$ cat src/rtl/spi_ram_pkg.sv
// Shared command encodings and FSM state type for the SPI-to-RAM burst bridge.
package spi_ram_pkg;

    localparam logic [1:0] CMD_WR_ADDR = 2'b00;
    localparam logic [1:0] CMD_WR_DATA = 2'b01;
    localparam logic [1:0] CMD_RD_ADDR = 2'b10;
    localparam logic [1:0] CMD_RD_DATA = 2'b11;

    typedef enum logic [2:0] {
        StIdle,
        StCmd,
        StAddr,
        StWdata,
        StRdWait,
        StRdata
    } state_e;

endpackage

$ cat src/rtl/spi_ram_mem.sv
// Simple dual-port RAM: one synchronous write port, one registered read port,
// contents are never reset.
module spi_ram_mem #(
    parameter int unsigned DATA_WIDTH = 8,
    parameter int unsigned ADDR_WIDTH = 8,
    parameter int unsigned MEM_DEPTH  = 256
) (
    input  logic                  i_clk,
    input  logic                  i_we,
    input  logic [ADDR_WIDTH-1:0] i_waddr,
    input  logic [DATA_WIDTH-1:0] i_wdata,
    input  logic [ADDR_WIDTH-1:0] i_raddr,
    output logic [DATA_WIDTH-1:0] o_rdata
);

    logic [DATA_WIDTH-1:0] r_mem [MEM_DEPTH];

    // A same-edge read of the written address returns the old word.
    always_ff @(posedge i_clk) begin
        if (i_we) begin
            r_mem[i_waddr] <= i_wdata;
        end
        o_rdata <= r_mem[i_raddr];
    end

endmodule

$ cat src/rtl/spi_ram_burst_slave.sv
// SPI slave bridging to an internal RAM with independent auto-incrementing
// write and read pointers; one command per frame, unlimited data words.
module spi_ram_burst_slave
    import spi_ram_pkg::*;
#(
    parameter int unsigned DATA_WIDTH = 8,
    parameter int unsigned ADDR_WIDTH = 8,
    parameter int unsigned MEM_DEPTH  = 256
) (
    input  logic clk,
    input  logic rst,
    input  logic SS_n,
    input  logic MOSI,
    output logic MISO,
    output logic busy,
    output logic frame_err
);

    localparam int unsigned MAX_W = (DATA_WIDTH > ADDR_WIDTH) ? DATA_WIDTH : ADDR_WIDTH;
    localparam int unsigned CNT_W = $clog2(MAX_W + 1);
    localparam logic [CNT_W-1:0]      ADDR_LAST = CNT_W'(ADDR_WIDTH - 1);
    localparam logic [CNT_W-1:0]      DATA_LAST = CNT_W'(DATA_WIDTH - 1);
    localparam logic [ADDR_WIDTH-1:0] PTR_LAST  = ADDR_WIDTH'(MEM_DEPTH - 1);
    localparam logic [ADDR_WIDTH:0]   DEPTH_EXT = (ADDR_WIDTH + 1)'(MEM_DEPTH);

    if (DATA_WIDTH < 2) begin : g_dw_check
        $error("spi_ram_burst_slave: DATA_WIDTH must be at least 2");
    end
    if (64'(MEM_DEPTH) > (64'd1 << ADDR_WIDTH)) begin : g_depth_check
        $error("spi_ram_burst_slave: MEM_DEPTH exceeds the address space");
    end

    state_e                r_state;
    logic [1:0]            r_cmd;
    logic [CNT_W-1:0]      r_bit_cnt;
    logic                  r_addr_done;
    logic [MAX_W-2:0]      r_rx;
    logic [DATA_WIDTH-1:0] r_tx;
    logic                  r_miso;
    logic                  r_frame_err;
    logic [ADDR_WIDTH-1:0] r_wr_ptr;
    logic [ADDR_WIDTH-1:0] r_rd_ptr;
    logic                  r_we;
    logic [DATA_WIDTH-1:0] r_wdata;

    logic [MAX_W-1:0]      w_rx_next;
    logic [ADDR_WIDTH-1:0] w_addr;
    logic                  w_addr_ok;
    logic [DATA_WIDTH-1:0] w_rdata;
    logic                  w_mem_we;

    function automatic logic [ADDR_WIDTH-1:0] f_ptr_inc(input logic [ADDR_WIDTH-1:0] p);
        return (p == PTR_LAST) ? '0 : p + ADDR_WIDTH'(1);
    endfunction

    assign w_rx_next = {r_rx, MOSI};
    assign w_addr    = w_rx_next[ADDR_WIDTH-1:0];
    assign w_addr_ok = ({1'b0, w_addr} < DEPTH_EXT);
    // A completed word still pending when reset hits is dropped with the pointers.
    assign w_mem_we  = r_we & ~rst;

    assign MISO      = r_miso;
    assign busy      = (r_state != StIdle);
    assign frame_err = r_frame_err;

    spi_ram_mem #(
        .DATA_WIDTH (DATA_WIDTH),
        .ADDR_WIDTH (ADDR_WIDTH),
        .MEM_DEPTH  (MEM_DEPTH)
    ) u_mem (
        .i_clk   (clk),
        .i_we    (w_mem_we),
        .i_waddr (r_wr_ptr),
        .i_wdata (r_wdata),
        .i_raddr (r_rd_ptr),
        .o_rdata (w_rdata)
    );

    always_ff @(posedge clk) begin
        if (rst) begin
            r_state     <= StIdle;
            r_cmd       <= '0;
            r_bit_cnt   <= '0;
            r_addr_done <= 1'b0;
            r_rx        <= '0;
            r_tx        <= '0;
            r_miso      <= 1'b0;
            r_frame_err <= 1'b0;
            r_wr_ptr    <= '0;
            r_rd_ptr    <= '0;
            r_we        <= 1'b0;
            r_wdata     <= '0;
        end else begin
            r_frame_err <= 1'b0;
            r_we        <= 1'b0;
            if (r_we) begin
                r_wr_ptr <= f_ptr_inc(r_wr_ptr);
            end

            if (SS_n) begin
                r_state     <= StIdle;
                r_miso      <= 1'b0;
                r_bit_cnt   <= '0;
                r_addr_done <= 1'b0;
                if ((r_state == StCmd) ||
                    ((r_state == StAddr || r_state == StWdata) && r_bit_cnt != '0)) begin
                    r_frame_err <= 1'b1;
                end
            end else begin
                unique case (r_state)
                    StIdle: begin
                        r_cmd[1] <= MOSI;
                        r_state  <= StCmd;
                    end
                    StCmd: begin
                        r_cmd[0]  <= MOSI;
                        r_bit_cnt <= '0;
                        case ({r_cmd[1], MOSI})
                            CMD_WR_DATA: r_state <= StWdata;
                            CMD_RD_DATA: r_state <= StRdWait;
                            default:     r_state <= StAddr;
                        endcase
                    end
                    StAddr: begin
                        // Bits beyond the first address in a frame are ignored.
                        if (!r_addr_done) begin
                            r_rx <= w_rx_next[MAX_W-2:0];
                            if (r_bit_cnt == ADDR_LAST) begin
                                r_bit_cnt   <= '0;
                                r_addr_done <= 1'b1;
                                if (!w_addr_ok) begin
                                    r_frame_err <= 1'b1;
                                end else if (r_cmd == CMD_RD_ADDR) begin
                                    r_rd_ptr <= w_addr;
                                end else begin
                                    r_wr_ptr <= w_addr;
                                end
                            end else begin
                                r_bit_cnt <= r_bit_cnt + CNT_W'(1);
                            end
                        end
                    end
                    StWdata: begin
                        r_rx <= w_rx_next[MAX_W-2:0];
                        if (r_bit_cnt == DATA_LAST) begin
                            r_bit_cnt <= '0;
                            r_we      <= 1'b1;
                            r_wdata   <= w_rx_next[DATA_WIDTH-1:0];
                        end else begin
                            r_bit_cnt <= r_bit_cnt + CNT_W'(1);
                        end
                    end
                    StRdWait: begin
                        r_state   <= StRdata;
                        r_bit_cnt <= '0;
                    end
                    StRdata: begin
                        // Count 0 is the load edge; the next word's read is already
                        // registered because the pointer moved a full word earlier.
                        if (r_bit_cnt == '0) begin
                            r_miso   <= w_rdata[DATA_WIDTH-1];
                            r_tx     <= {w_rdata[DATA_WIDTH-2:0], 1'b0};
                            r_rd_ptr <= f_ptr_inc(r_rd_ptr);
                        end else begin
                            r_miso <= r_tx[DATA_WIDTH-1];
                            r_tx   <= {r_tx[DATA_WIDTH-2:0], 1'b0};
                        end
                        r_bit_cnt <= (r_bit_cnt == DATA_LAST) ? '0 : r_bit_cnt + CNT_W'(1);
                    end
                    default: r_state <= StIdle;
                endcase
            end
        end
    end

endmodule

$ cat config.mk
export PLATFORM = sky130hd
export DESIGN_NAME = spi_ram_burst_slave
export DESIGN_NICKNAME = d
export VERILOG_FILES = /design/src/rtl/spi_ram_pkg.sv /design/src/rtl/spi_ram_mem.sv /design/src/rtl/spi_ram_burst_slave.sv
export SDC_FILE = /design/constraint.sdc
export NUM_CORES = 2
export LEC_CHECK = 0
export BUFFER_PORTS_ARGS = -buffer_cell sky130_fd_sc_hd__buf_2
export CAP_MARGIN = 20
export CELL_PAD_IN_SITES_DETAIL_PLACEMENT = 0
export CELL_PAD_IN_SITES_GLOBAL_PLACEMENT = 1
export CORE_ASPECT_RATIO = 1.25
export CORE_UTILIZATION = 35
export CTS_BUF_LIST = sky130_fd_sc_hd__clkbuf_4
export DETAILED_ROUTE_END_ITERATION = 8
export GPL_TIMING_DRIVEN = 0
export HOLD_SLACK_MARGIN = 0.06
export PLACE_DENSITY = 0.53
export SETUP_SLACK_MARGIN = 0.05
export SLEW_MARGIN = 30
export SYNTH_ARGS = -nofsm -noshare
export SYNTH_HDL_FRONTEND = slang
export SYNTH_SLANG_ARGS = --single-unit
$ cat constraint.sdc
create_clock -name clk -period 4.3 [get_ports clk]
set_input_delay 0 -clock clk [delete_from_list [all_inputs] [get_ports clk]]
set_output_delay 0 -clock clk [all_outputs]
set_load 0.05 [all_outputs]
==> results_dict.tcl <==
set metrics [dict create \
    start_kind "register" \
    grt_usage_pct 30.7 \
    port_buffers 4 \
    violations "design-rule violations, negative setup slack" \
    path_common_cell "buf_4" \
    synth_flop_cell "edfxtp_1" \
    via_count 50200 \
    gp_congestion 1.03 \
    ir_drop_uv 218 \
    postSynthAreaPerCell_um2 19.2 \
    cts-root-buf "clkbuf_4" \
    first_global_vias 49100 \
    cpPeakStageDelay_ns 0.93 \
    coreArea_mm2 0.236 \
    drc 4 \
    grt_pass1_wl_um 476000 \
    cts_made_buffers 545 \
    hpwl_um 261000 \
    cts_tree "built" \
    layoutNonFillerInstCount 8461 \
    period_share_pct 104 \
    syn_nets 4348 \
    critPathBufInv 5 \
    drtIter0Drc 7174 \
    slowest_stage "a21oi_1" \
    place_inst 7543 \
    crit_type "reg -> reg" \
    syn_to_final_growth_pct 16.3 \
    maxSlewHeadroom_pct 22.8 \
    slew_violations 0 \
    finalHoldViolCount 0 \
    postRouteAntennaNets 0 \
    async_reset_ff_share_pct 0 \
    yosysWarnings 0 \
    viasPerCell 5.93 \
    ys_seq_elements 2107 \
    post_cts_buffers 0 \
    power_density_mw_per_mm2 410 \
    rows 199 \
    max_freq_ghz 0.223 \
    htreeDepth 6 \
    clock_skew_ns 0.126 \
    rrSetupSlack_ns -0.18 \
    cp.required_ns 5.51 \
    drive_above_1_share_pct 30.1 \
    clk-insertion-delay-late_ns 1.30 \
    tightest_slew_ns 1.15 \
    crit_fanout 10 \
    cpLargestDelayFamily "buffers and inverters" \
    cts_sinks 2107 \
    p_leak_uw 0.0293 \
    synth_cell_types 72 \
    detail_route.wl_per_cell_um 44.0 \
    antenna_found_initial 39 \
    finalInstanceArea_mm2 0.0966 \
    nets 4994 \
    finalPower_uw 39600 \
    drt-total-wl_um 372000 \
    synth_top_area_share_pct 74.0 \
    grt_overflow 0 \
    num_io_pins 7 \
    status "finished, violations left" \
    finalWorstSetupSlack_ns -0.178 \
    clk_pin_slew_worst_paths_ns 0.07 \
    synth-edff-count 2048 \
    dpl_cell_area_mm2 0.0893 \
    fp.dieH_um 547 \
    grt_setup_unrepaired "no" \
    dr.pass1.iters 9 \
    crit_chain "buf_4, buf_4, buf_6, buf_2, buf_16, mux4_2, a22oi_1, a21oi_1, nor3_2, a211oi_1" \
    drv_cap 0 \
    die_w_um 438 \
    synth_seq_area_share_pct 75.4 \
    hold_path.class "in -> reg" \
    netlist_top_cells_area "edfxtp_1 74%, mux4_2 9.5%, mux2i_1 4.1%, nor2_1 1.7%, dfxtp_1 1.4%" \
    arrival_ns 5.69 \
    clockBufferDepth 4 \
    post_synth_inst_count 4337 \
    die-area_mm2 0.239 \
    period_minus_slack_ns 4.48 \
    syn_area_mm2 0.0831 \
    finalSetupViolCount 6 \
    start_util_pct 35.3 \
    grt_max_degree 61 \
    synth_area_leader_cell "edfxtp_1" \
    critical_path.endpoint_type "register" \
]
## layout make-up
class | count | area (um^2)
Sequential cell | 2107 | 62700
Tap cell | 3115 | 3900
Multi-Input combinational cell | 1949 | 19100
Antenna cell | 13 | 32.5
Fill cell | 21500 | 139000
Timing Repair Buffer | 100 | 2100
Buffer | 271 | 2040
Clock inverter | 134 | 945
Inverter | 9 | 36.3
Clock buffer | 763 | 5730
## routing by layer
layer | GRT usage [%] | wire [um] | up-vias
li1 | - | - | 19500
met1 | 37.1 | 137000 | 26700
met2 | 49.2 | 176000 | 3117
met3 | 6.10 | 29700 | 884
met4 | 21.6 | 29600 | 14
met5 | 0 | 99 | -
## where the power goes
part           internal (uW)  leakage [uW]  switching [uW]
logic                   24.5       0.00673            54.2
clock network           8940       0.00394            8460
registers              22200        0.0186            2.48
total                  31100        0.0293            8510
## synth_stat cells, drive strengths merged, types with 41 or more instances
library cell and count:
a21oi 110, edfxtp 2048, clkbuf 126, nand2 109
o22ai 86, mux4 366, buf 146, o221ai 109
o21ai 50, mux2i 339, dfxtp 59, nor3 94
a211oi 41, nor2 377
## state kept, by name (all words and copies together), names as in the netlist
name,flops
u_mem.o_rdata,8
r_state,3
r_wdata,8
r_rx,7
r_wr_ptr,8
r_cmd,2
r_we,1
frame_err,1
r_rd_ptr,8
r_addr_done,1
r_tx,7
u_mem.r_mem,2048
r_bit_cnt,4
MISO,1
## placed cells by master, fill, tap and decap left out, types with 83 or more instances in the layout
cell type,count
edfxtp_1,2048
clkinv_1,83
mux4_2,349
clkbuf_4,770
nand2_1,104
a21oi_1,107
mux2i_1,338
o221ai_1,103
nor2_1,343
## per-stage QoR
step	hold slack (ns)	TNS (ns)	util (%)	setup WS [ns]
floorplan	0.294	0	-	1.81
global placement	0.440	-1531.43	37.0	-3.22
detailed placement	0.448	-14.46	37.9	-2.22
CTS	0.0835	-0.0277	41.0	-0.0277
global route	0.191	0	41.0	0.0573
finish	0.157	-0.667	41.0	-0.178
## cells by family after synthesis
group                    share of synthesized area [%]
AO/OA/AOI/OAI                                     4.05
XOR/XNOR                                        0.0316
adder cells (fa/ha/maj)                          0.105
buffers and inverters                             2.14
flip-flops                                        75.4
multiplexers                                      14.4
AND/OR/NAND/NOR                                   3.89
## worst reg2reg max path: stages, from the launching register on
cell,delay [ns]
dfxtp_2,0.60
buf_4,0.41
buf_4,0.47
buf_6,0.47
buf_2,0.43
buf_16,0.21
mux4_2,0.30
a22oi_1,0.12
a21oi_1,0.93
nor3_2,0.21
a211oi_1,0.26
## worst paths after layout
check | start | to | depth (start not counted)
setup / recovery | r_rd_ptr[1] | u_mem.o_rdata[2] | 10
hold / removal | SS_n | r_wr_ptr[1] | 6
setup reg to reg | r_rd_ptr[1] | u_mem.o_rdata[2] | 10
hold reg to reg | u_mem.o_rdata[0] | r_tx[1] | 2
## timing repair
action	in CTS	in global routing
resized for setup	107	13
setup endpoints to repair	9	6
endpoints found under the hold margin	51	0
gates cloned	0	0
hold buffers	8	0
Note: power is estimated with default switching activity, not from simulation.
